==> src/rtl/arb_rr8_dec_pkg.sv <==
// Shared definitions for the 8-way round-robin arbiter: sizes and FSM state type.
package arb_pkg;

    localparam int N_REQ = 8;
    localparam int IDX_W = 3;

    typedef enum logic {
        IDLE  = 1'b0,
        GRANT = 1'b1
    } arb_state_t;

endpackage

==> src/rtl/arb_rr8_dec_if.sv <==
// Request/grant bundle between the requesters (master) and the arbiter (slave).
interface arb_rr8_dec_if;
    import arb_pkg::*;

    logic [N_REQ-1:0] req;
    logic [N_REQ-1:0] gnt;
    logic [IDX_W-1:0] gnt_idx;
    logic             gnt_valid;
    logic             preempt;

    modport master (
        output req,
        input  gnt,
        input  gnt_idx,
        input  gnt_valid,
        input  preempt
    );

    modport slave (
        input  req,
        output gnt,
        output gnt_idx,
        output gnt_valid,
        output preempt
    );

endinterface

==> src/rtl/arb_rr8_dec_onehot_dec3to8.sv <==
// Combinational 3-to-8 one-hot decoder with enable; all zeros when disabled.
module onehot_dec3to8
    import arb_pkg::*;
(
    input  logic             en,
    input  logic [IDX_W-1:0] sel,
    output logic [N_REQ-1:0] y
);

    always_comb begin
        y = '0;
        if (en) begin
            y[sel] = 1'b1;
        end
    end

endmodule

==> src/rtl/arb_rr8_dec.sv <==
// 8-way round-robin arbiter with bounded hold time; the grant vector is the
// one-hot decode of the registered winning index.
module arb_rr8_dec
    import arb_pkg::*;
#(
    parameter int HOLD_MAX = 16
) (
    input  logic          clk,
    input  logic          rst_n,
    arb_rr8_dec_if.slave  bus
);

    localparam int CNT_W = (HOLD_MAX > 1) ? $clog2(HOLD_MAX) : 1;
    localparam logic [CNT_W-1:0] CNT_LAST = CNT_W'(HOLD_MAX - 1);

    arb_state_t       state;
    logic [IDX_W-1:0] ptr;
    logic [IDX_W-1:0] idx;
    logic [CNT_W-1:0] hold_cnt;
    logic             preempt_q;
    logic             valid;

    // Rotate so ptr sits at bit 0, take the lowest set bit, then undo the rotation.
    function automatic logic [IDX_W-1:0] rr_pick(input logic [N_REQ-1:0] r,
                                                 input logic [IDX_W-1:0] p);
        logic [2*N_REQ-1:0] dbl;
        logic [N_REQ-1:0]   rot;
        logic [IDX_W-1:0]   off;
        dbl = {r, r} >> p;
        rot = dbl[N_REQ-1:0];
        off = '0;
        for (int i = N_REQ - 1; i >= 0; i--) begin
            if (rot[i]) begin
                off = IDX_W'(i);
            end
        end
        return p + off;
    endfunction

    always_ff @(posedge clk or negedge rst_n) begin
        if (!rst_n) begin
            state     <= IDLE;
            ptr       <= '0;
            idx       <= '0;
            hold_cnt  <= '0;
            preempt_q <= 1'b0;
        end else begin
            case (state)
                IDLE: begin
                    preempt_q <= 1'b0;
                    if (|bus.req) begin
                        idx      <= rr_pick(bus.req, ptr);
                        hold_cnt <= '0;
                        state    <= GRANT;
                    end
                end
                GRANT: begin
                    if (!bus.req[idx]) begin
                        state     <= IDLE;
                        ptr       <= idx + IDX_W'(1);
                        hold_cnt  <= '0;
                        preempt_q <= 1'b0;
                    end else if (hold_cnt == CNT_LAST) begin
                        // Forced release: ptr moves past idx so a persistent requester drops to lowest priority.
                        state     <= IDLE;
                        ptr       <= idx + IDX_W'(1);
                        hold_cnt  <= '0;
                        preempt_q <= 1'b1;
                    end else begin
                        hold_cnt  <= hold_cnt + CNT_W'(1);
                        preempt_q <= 1'b0;
                    end
                end
                default: begin
                    state     <= IDLE;
                    preempt_q <= 1'b0;
                end
            endcase
        end
    end

    assign valid         = (state == GRANT);
    assign bus.gnt_valid = valid;
    assign bus.gnt_idx   = valid ? idx : '0;
    assign bus.preempt   = preempt_q;

    onehot_dec3to8 u_dec (
        .en  (valid),
        .sel (idx),
        .y   (bus.gnt)
    );

endmodule

==> src/flat_wrapper.sv <==
// flat-port wrapper written by rule: the top's interface ports become plain ports
module arb_rr8_dec_flat import arb_pkg::*;
#(
    parameter int HOLD_MAX = 16
)
  (clk, rst_n, bus_req, bus_gnt, bus_gnt_idx, bus_gnt_valid, bus_preempt);
  arb_rr8_dec_if bus_i ();
  input  logic clk;
  input  logic rst_n;
  input wire logic [$bits(bus_i.req)-1:0] bus_req;
  output wire logic [$bits(bus_i.gnt)-1:0] bus_gnt;
  output wire logic [$bits(bus_i.gnt_idx)-1:0] bus_gnt_idx;
  output wire logic [$bits(bus_i.gnt_valid)-1:0] bus_gnt_valid;
  output wire logic [$bits(bus_i.preempt)-1:0] bus_preempt;
  assign bus_i.req = bus_req;
  assign bus_gnt = bus_i.gnt;
  assign bus_gnt_idx = bus_i.gnt_idx;
  assign bus_gnt_valid = bus_i.gnt_valid;
  assign bus_preempt = bus_i.preempt;
  arb_rr8_dec #(.HOLD_MAX(HOLD_MAX)) u_core (.clk(clk), .rst_n(rst_n), .bus(bus_i));
endmodule
==> config.mk <==
export PLATFORM = sky130hd
export DESIGN_NAME = arb_rr8_dec_flat
export DESIGN_NICKNAME = d
export VERILOG_FILES = /design/src/rtl/arb_rr8_dec_pkg.sv /design/src/rtl/arb_rr8_dec_if.sv /design/src/rtl/arb_rr8_dec_onehot_dec3to8.sv /design/src/rtl/arb_rr8_dec.sv /design/src/flat_wrapper.sv
export SDC_FILE = /design/constraint.sdc
export NUM_CORES = 1
export LEC_CHECK = 0
export CAP_MARGIN = 20
export CORE_UTILIZATION = 34
export CTS_CLUSTER_DIAMETER = 200
export DETAILED_ROUTE_END_ITERATION = 10
export GPL_TIMING_DRIVEN = 1
export SYNTH_ARGS = -nofsm -noshare
export SYNTH_HDL_FRONTEND = slang
export SYNTH_HIERARCHICAL = 1
export SYNTH_SLANG_ARGS = --single-unit
==> constraint.sdc <==
create_clock -name clk -period 2.7 [get_ports clk]
set_input_delay 0.81 -clock clk [delete_from_list [all_inputs] [get_ports clk]]
set_output_delay 0.81 -clock clk [all_outputs]
set_load 0.02 [all_outputs]
==> out/qor.csv, run 1 <==
stage;metric;value;unit
status;status;finished, violations left;
status;violations;negative setup slack;
critical_path;endpoint_kind;register;
sta;period_needed;2.78;ns
routing;first_iter_violations;107;
global_route;grtUsageTotal;0.180;
clock_tree;cts_sinks;12;
pwr;swShare;0.419;
global_route;grt_pass1_vias;1270;
pwr;clockPowerShare;0.088;
layout;fillCellCount;341;
sta;slew_viol_final;0;
critical_path;path_cells;buf_6 -> mux4_2 -> inv_4 -> a21oi_2 -> o21ai_2 -> a221oi_2 -> o22ai_1 -> ha_2 -> inv_2 -> fa_2 -> xnor2_2 -> xnor2_1 -> o21ai_1;
sta;hold_viol_final;0;
critical_path;path_class;in2reg;
critical_path;slowest_stage;mux4_2;
critical_path;ff2ff_setup_slack;0.03;ns
logic_synthesis;netlist_instances;137;
logic_synthesis;synth-seq-cells;12;
floorplanning;die_area;4230;um2
routing;drc_errors;0;
layout;final_layout_size_suffix_gt1_frac;0.503;
layout;regArea;303;um2
layout;final_cell_area;2040;um2
critical_path;cp-start-kind;input port;
flow_run;drv_cap;0;
global_route;overflow;0;
clock_tree;clkTransAtPathRegs;0.05;ns
critical_path;rr_worst_depth;12;
place;post_dp_cell_area;1870;um2
place;post-place-ws;-0.826;ns
critical_path;cp.required;2.82;ns
clock_tree;clock-root-buffer;clkbuf_8;
logic_synthesis;ys_seq_area_frac;0.222;
sta;max_freq;0.360;GHz
pwr;p_total;2.23;mW
sta;holdWs;0.513;ns
global_route;use_met1;0.235;
clock_tree;hold_buffers;0;
layout;multi_input_area;1080;um2
global_route;grt_pass1_wl;5840;um
layout;syn2layout_area_growth;50.5;%
sta;setup_tns;-0.131;ns
global_route;grt_max_degree;17;
critical_path;crit_buf_inv;3;
hold_path;hold_class;reg2reg;
routing;drt_wl_total;3530;um
critical_path;critPathArrivalTime;2.90;ns
sta;tightest_slew;0.556;ns
pwr;share_comb_of_total_power;0.725;
pwr;power_density;1100;nW/um2
pwr;p_int;1.29;mW
clock_tree;cts_max_level;1;
logic_synthesis;netlist_area;1350;um2
routing;ant_nets;0;
logic_synthesis;synth_edf_count;0;
clock_tree;cts_buffers;3;
floorplanning;core_area;3740;um2
floorplanning;initial_core_util;0.361;
routing;dr_total_vias;1346;
sta;rsz0062_at_grt;yes;
global_route;antenna_found_initial;0;
global_route;grt_use_met3;0.0229;
global_route;busiest_layer;met2;
place;place.gp.congestion;0.848;
sta;timing.final.ws_setup;-0.0770;ns
sta;max_slew_margin;0.628;
floorplanning;dieHeight;65.1;um
hold_path;whs_path_depth;1;
logic_synthesis;yosysUniqueCellTypes;42;
layout;antenna_cells;0;
critical_path;critPathMaxStageDelay;0.49;ns
logic_synthesis;dominantRegCellSynth;dfrtp_1;
pwr;p_sw;935;uW
floorplanning;die_w;65.1;um
logic_synthesis;ys_warn_count;6;
logic_synthesis;async_flop_share;1.00;
critical_path;crit_cells;13;
pwr;max-vdd-ir-drop;0.000387;V
critical_path;cp_top_family;compound AO/OA/AOI/OAI gates;
clock_tree;clock_latency;0.24;ns
logic_synthesis;synth_nets;151;
place;dp_hpwl;2700;um
floorplanning;fp-row-count;22;
sta;fin_skew;0.00102;ns
critical_path;crit_fanout;7;
sta;finalSetupViolations;2;
routing;dr.pass1.iters;4;
layout;final_nets;212;
pwr;p_seq_frac;0.188;
clock_tree;clock_path_buffers;2;
pwr;leakagePower;0.872;nW
global_route;gr-usage-met2;0.303;
routing;wl_per_cell;14.4;um
place;port_buffers;22;
clock_tree;cts_tree;built;
sta;finalCritPeriodShare;1.03;
floorplanning;ios;23;
routing;vias_per_cell;5.49;
logic_synthesis;synth.avg_cell_area;9.87;um2
-- cells in the final DEF, fill, tap and decap left out, drive strengths merged, types with 2 or more instances in the layout --
master and count:
clkbuf 5, a21o 2, clkdlybuf4s50 14, mux2 5, dfrtp 12, and4bb 3
ha 3, inv 5, a21oi 11, mux4 13, o21ai 10, nand2 9
and2 4, xnor2 2, or2 2, nor2 17, buf 46, nor2b 3
nand2b 4, nand3 2, mux2i 8, and4b 3
-- cell families (layout without fill, tap and decap cells) --
| kind of cell | Yosys count | in the layout | share of synthesized area |
|---|---|---|---|
| and+or+nand+nor | 52 | 52 | 0.226 |
| AOI/OAI and AO/OA | 30 | 30 | 0.135 |
| muxes | 26 | 26 | 0.317 |
| DFF | 12 | 12 | 0.222 |
| buffers and inverters | 10 | 70 | 0.0379 |
| adders and majority gates | 4 | 4 | 0.0426 |
| xor gates and xnor gates | 3 | 3 | 0.0194 |
-- state kept, by name, indices dropped and copies added (netlist names) --
name / flops
u_core/bus.gnt_valid: 1
u_core/bus.preempt: 1
u_core/hold_cnt: 4
u_core/idx: 3
u_core/ptr: 3
-- power groups by stage --
stage	combinational [mW]	sequential (mW)	clock (mW)
final	1.62	0.418	0.196
after global routing	1.74	0.449	0.211
after floorplan	0.953	0.351	0
after detailed placement	1.43	0.422	0
after CTS	1.50	0.418	0.199
after global placement	1.40	0.410	0
-- synthesized netlist by cell type, types with 2 or more instances --
cell type / count / share of area
a21o_1: 2 / 0.011
a21oi_1: 11 / 0.041
and2_1: 4 / 0.018
and4b_2: 3 / 0.025
and4bb_2: 3 / 0.028
buf_2: 3 / 0.011
dfrtp_1: 12 / 0.22
ha_1: 3 / 0.028
inv_1: 2 / 0.0056
mux2_1: 2 / 0.017
mux2_2: 3 / 0.025
mux2i_1: 8 / 0.059
mux4_2: 13 / 0.22
nand2_1: 9 / 0.025
nand2b_1: 4 / 0.018
nand3_1: 2 / 0.0074
nor2_1: 17 / 0.047
nor2b_1: 3 / 0.014
o21ai_0: 3 / 0.011
o21ai_1: 7 / 0.026
xnor2_1: 2 / 0.013
-- stage by stage --
step,instances,utilization
after floorplan,137,-
after global placement,236,0.500
after detailed placement,236,0.500
after CTS,243,0.524
after global routing,245,0.544
final,245,0.544
-- path summary, 6_finish.rpt --
kind	startpoint	end
min in group asynchronous	rst_n	u_core/hold_cnt[1]
worst min register to register	u_core/hold_cnt[2]	u_core/hold_cnt[2]
worst max register to register	u_core/ptr[1]	u_core/idx[2]
worst max-delay path	bus_req[5]	u_core/idx[2]
max in group asynchronous	rst_n	u_core/ptr[1]
worst min-delay path	u_core/hold_cnt[2]	u_core/hold_cnt[2]
-- per-layer routing --
layer | vias up | part of all wire
met3 | 7 | 0.057
met2 | 54 | 0.49
met1 | 644 | 0.43
met4 | 0 | 0.017
met5 | - | 0
li1 | 641 | -
-- repair_timing --
action,CTS,global route
gates resized for setup,38,31
setup endpoints to repair,3,5
hold endpoints to repair,0,0
pin swaps,11,13
buffers inserted,3,2
-- cell type report --
| class | instances | share of cell area |
|---|---|---|
| clock buffers | 4 | 0.0270 |
| inverters | 5 | 0.0117 |
| multi-input cells | 115 | 0.529 |
| flip-flops and latches | 12 | 0.149 |
| well taps | 48 | 0.0295 |
| repair buffers | 61 | 0.254 |
No activity file was read; power rests on OpenSTA's default activity.
==> run 2: changes to the inputs <==
Settings changed: REMOVE_ABC_BUFFERS from default to 1.
Clock period 2.7 ns to 3 ns, I/O delays scaled along.
==> out/qor.csv, run 2 (synthesized netlist as in run 1, its figures left out) <==
stage;metric;value;unit
status;status;completed;
clock_tree;cts_buffers;3;
layout;final_nets;204;
flow_run;drv_cap;0;
pwr;swShare;0.436;
routing;dr.pass1.iters;4;
layout;largest_register;u_core/hold_cnt;
global_route;grt_pass1_vias;1296;
pwr;p_sw;812;uW
layout;final_common_cell;buf_4;
sta;finalSetupViolations;0;
sta;finalCritPeriodShare;0.965;
sta;slew_viol_final;0;
global_route;grtUsageTotal;0.180;
sta;hold_viol_final;0;
floorplanning;fp-row-count;22;
pwr;p_int;1.05;mW
sta;period_needed;2.90;ns
floorplanning;dieHeight;65.1;um
layout;reg_top3;u_core/hold_cnt: 4 flops, u_core/idx: 3 flops, u_core/ptr: 3 flops;
place;place.gp.congestion;0.827;
floorplanning;initial_core_util;0.361;
sta;max_slew_margin;0.644;
floorplanning;die_area;4230;um2
clock_tree;clkTransAtPathRegs;0.05;ns
critical_path;critPathArrivalTime;3.01;ns
routing;vias_per_cell;5.52;
sta;fin_skew;0.00490;ns
layout;utilization;0.505;
place;post_dp_cell_area;1820;um2
routing;drc_errors;0;
critical_path;crit_fanout;5;
routing;drt_wl_total;3570;um
critical_path;endpoint_kind;register;
pwr;leakagePower;0.810;nW
place;dp_hpwl;2720;um
layout;antenna_cells;0;
place;port_buffers;22;
clock_tree;clock_path_buffers;2;
hold_path;hold_class;reg2reg;
sta;tightest_slew;0.532;ns
critical_path;path_class;in2reg;
global_route;grt_pass1_wl;5950;um
global_route;overflow;0;
routing;first_iter_violations;35;
floorplanning;core_area;3740;um2
place;dpl.cell_count;231;
routing;ant_nets;0;
pwr;power_density;985;nW/um2
clock_tree;cts_tree;built;
pwr;p_total;1.86;mW
clock_tree;clock_latency;0.24;ns
sta;timing.final.ws_setup;0.104;ns
clock_tree;clock-root-buffer;clkbuf_8;
routing;dr_total_vias;1308;
layout;largest_reg_flops;4;
layout;syn2layout_area_growth;39.8;%
clock_tree;cts_max_level;1;
critical_path;cp.required;3.11;ns
pwr;p_seq_frac;0.216;
clock_tree;hold_buffers;0;
floorplanning;ios;23;
clock_tree;cts_sinks;12;
global_route;grt_max_degree;19;
layout;final_cell_area;1890;um2
layout;layout_common_cells;buf_4 (31), nor2_1 (16), clkdlybuf4s50_1 (14), mux4_2 (13), dfrtp_1 (11);
routing;wl_per_cell;15.1;um
critical_path;cp-start-kind;input port;
floorplanning;die_w;65.1;um
place;post-place-ws;-0.626;ns
pwr;clockPowerShare;0.092;
pwr;share_comb_of_total_power;0.692;
pwr;max-vdd-ir-drop;0.000307;V
layout;stdcell_count;237;
sta;max_freq;0.345;GHz
layout;final_layout_size_suffix_gt1_frac;0.434;
global_route;antenna_found_initial;0;
run 2: cell types whose count changed in the layout (fill, tap and decap cells not counted), sizes merged:
cell / before / now
inv: 5 / 4
buf: 46 / 38
clkinv: 0 / 1
run 2: worst max-delay path, stage by stage:
cell,delay [ns]
buf_2,0.13
mux4_2,0.49
clkinv_2,0.07
a21oi_2,0.05
o21ai_2,0.16
a221oi_2,0.08
o22ai_1,0.18
ha_2,0.19
inv_1,0.05
fa_2,0.35
xnor2_2,0.14
xnor2_1,0.15
o21ai_1,0.07
run 2: what timing repair did:
action / in CTS / in global routing
pin swaps: 8 / 8
hold endpoints to repair: 0 / 0
endpoints found under the setup margin: 3 / 2
resized for setup: 34 / 11
buffers inserted: 1 / 1
run 2: per-stage QoR:
step	setup TNS, ns	hold slack [ns]
CTS	0	0.501
floorplan	0	0.454
finish	0	0.504
global placement	-1.42	0.480
detailed placement	-1.54	0.495
global route	-0.0369	0.539
run 2: area by class of cell:
cell class / count / area (um2)
Fill cell: 361 / 1850
Multi-Input combinational cell: 115 / 1040
Timing Repair Buffer: 53 / 413
Sequential cell: 12 / 302
Tap cell: 48 / 60.1
Clock buffer: 4 / 55.1
Inverter: 5 / 22.5
run 2: path summary, 6_finish.rpt:
kind	end	depth (start not counted)	slack, ns	from
max	u_core/idx[2]	13	0.10	bus_req[5]
max reg2reg	u_core/idx[2]	11	0.32	u_core/ptr[1]
min	u_core/hold_cnt[2]	1	0.50	u_core/hold_cnt[2]
max in group asynchronous	u_core/ptr[1]	1	1.60	rst_n
min in group asynchronous	u_core/bus.preempt	1	1.01	rst_n
min reg2reg	u_core/hold_cnt[2]	1	0.50	u_core/hold_cnt[2]
run 2: metal layers:
| layer | vias up | track usage | routed length, um |
|---|---|---|---|
| li1 | 630 | - | - |
| met1 | 636 | 0.224 | 1640 |
| met2 | 38 | 0.328 | 1810 |
| met3 | 4 | 0.0141 | 103 |
| met4 | 0 | 0.0543 | 22 |
| met5 | - | 0 | 0 |
run 2: power groups by stage:
stage	clock network, mW	logic (mW)	registers (mW)
2_1_floorplan	0	0.740	0.397
3_3_place_gp	0	1.16	0.390
3_5_place_dp	0	1.20	0.400
6_report	0.171	1.29	0.402
4_1_cts	0.176	1.25	0.398
5_1_grt	0.186	1.39	0.425
==> run 3: changes to the inputs <==
Settings changed: CORE_UTILIZATION 34 to 35.
==> out/qor.csv, run 3 (synthesized netlist as in run 1, its figures left out) <==
stage;metric;value;unit
critical_path;cp.required;3.12;ns
pwr;leakagePower;0.799;nW
floorplanning;dieHeight;64.2;um
global_route;antenna_found_initial;0;
sta;max_freq;0.346;GHz
critical_path;crit_start;bus_req[5];
critical_path;critPathArrivalTime;3.01;ns
layout;utilization;0.515;
floorplanning;die_w;64.2;um
global_route;grtUsageTotal;0.185;
global_route;overflow;0;
clock_tree;cts_tree;built;
routing;dr_total_vias;1275;
layout;syn2layout_area_growth;40.4;%
pwr;max-vdd-ir-drop;0.000329;V
clock_tree;clock-root-buffer;clkbuf_8;
place;post-place-ws;-0.604;ns
sta;max_slew_margin;0.657;
place;port_buffers;22;
sta;hold_viol_final;0;
place;post_dp_cell_area;1800;um2
global_route;grt_pass1_wl;5970;um
sta;setup_tns;0;ns
layout;largest_register;u_core/hold_cnt;
clock_tree;clkTransAtPathRegs;0.05;ns
layout;fillCellCount;368;
critical_path;cp-start-kind;input port;
routing;drt_wl_total;3550;um
place;dp_hpwl;2700;um
sta;fin_skew;0.00266;ns
layout;reg_top3;u_core/hold_cnt: 4 flops, u_core/idx: 3 flops, u_core/ptr: 3 flops;
floorplanning;fp-row-count;22;
layout;antenna_cells;0;
layout;final_common_cell;buf_4;
sta;finalCritPeriodShare;0.964;
critical_path;path_class;in2reg;
clock_tree;clock_latency;0.24;ns
clock_tree;cts_buffers;3;
flow_run;drv_cap;0;
layout;largest_reg_flops;4;
routing;first_iter_violations;58;
sta;finalSetupViolations;0;
routing;vias_per_cell;5.52;
routing;drc_errors;0;
sta;rsz0062_at_grt;yes;
clock_tree;hold_buffers;0;
clock_tree;cts_max_level;1;
place;place.gp.congestion;0.858;
critical_path;endpoint_kind;register;
layout;final_layout_size_suffix_gt1_frac;0.421;
clock_tree;clock_path_buffers;2;
layout;final_nets;198;
hold_path;hold_start;u_core/hold_cnt[2];
sta;timing.final.ws_setup;0.109;ns
layout;final_cell_area;1900;um2
sta;holdWs;0.507;ns
layout;layout_common_cells;buf_4 (23), nor2_1 (16), clkdlybuf4s50_1 (14), mux4_2 (13), dfrtp_1 (12);
critical_path;crit_fanout;4;
critical_path;r2r_start;u_core/ptr[2];
sta;period_needed;2.89;ns
floorplanning;core_area;3690;um2
floorplanning;ios;23;
routing;dr.pass1.iters;5;
global_route;grt_pass1_vias;1300;
routing;ant_nets;0;
floorplanning;die_area;4120;um2
sta;slew_viol_final;0;
routing;wl_per_cell;15.4;um
hold_path;hold_class;reg2reg;
sta;tightest_slew;0.513;ns
global_route;grt_max_degree;19;
clock_tree;cts_sinks;12;
status;status;completed;
pwr;power_density;968;nW/um2
floorplanning;initial_core_util;0.367;
==> run 3: routing by layer <==
layer  vias up  GRT usage  wire, um
met3         2     0.0107        83
met5         -          0         0
met4         0     0.0556        28
met1       630      0.220      1490
li1        616          -         -
met2        27      0.352      1950
==> run 3: area by class of cell <==
type	count	area (um2)	share of cell area
timing repair buffer	47	413	0.217
sequential	12	300	0.158
inverter	5	23.8	0.0125
clock buffer	4	55.1	0.0290
multi-input combinational	115	1050	0.551
tap	48	60.1	0.0316
==> run 3: repair_timing <==
action	CTS	global route
setup endpoints to repair	3	2
pin swaps	6	8
resized for setup	37	22
buffers inserted	1	0
==> run 3: worst paths after layout <==
kind	cells past startpoint	end	slack, ns
max in group asynchronous	1	u_core/ptr[2]	1.66
worst max register to register	9	u_core/idx[2]	0.32
worst min register to register	1	u_core/hold_cnt[2]	0.51
min in group asynchronous	1	u_core/ptr[0]	1.00
worst max-delay path	13	u_core/idx[2]	0.11
worst min-delay path	1	u_core/hold_cnt[2]	0.51
==> run 3: critical path, cell delays in order <==
cell and delay (ns):
buf_8 0.10, mux4_2 0.49, inv_4 0.07, a21oi_2 0.05, o21ai_2 0.17, a221oi_2 0.08
o22ai_1 0.17, ha_2 0.20, inv_2 0.04, fa_2 0.34, xnor2_2 0.14, xnor2_1 0.17
o21ai_1 0.09
==> run 3: where the power goes <==
| part | switching, mW | total, mW | leakage (nW) | internal, mW |
|---|---|---|---|---|
| registers | 0.147 | 0.372 | 0.151 | 0.225 |
| logic | 0.596 | 1.29 | 0.620 | 0.695 |
| clock network | 0.0595 | 0.175 | 0.0288 | 0.116 |
| total | 0.803 | 1.84 | 0.799 | 1.04 |
==> run 3: metrics by stage <==
| step | std cells | power [mW] |
|---|---|---|
| 3_3_place_gp | 226 | 1.54 |
| 3_5_place_dp | 226 | 1.58 |
| 5_1_grt | 231 | 1.98 |
| 6_report | 231 | 1.84 |
| 4_1_cts | 231 | 1.82 |
| 2_1_floorplan | 132 | 1.14 |
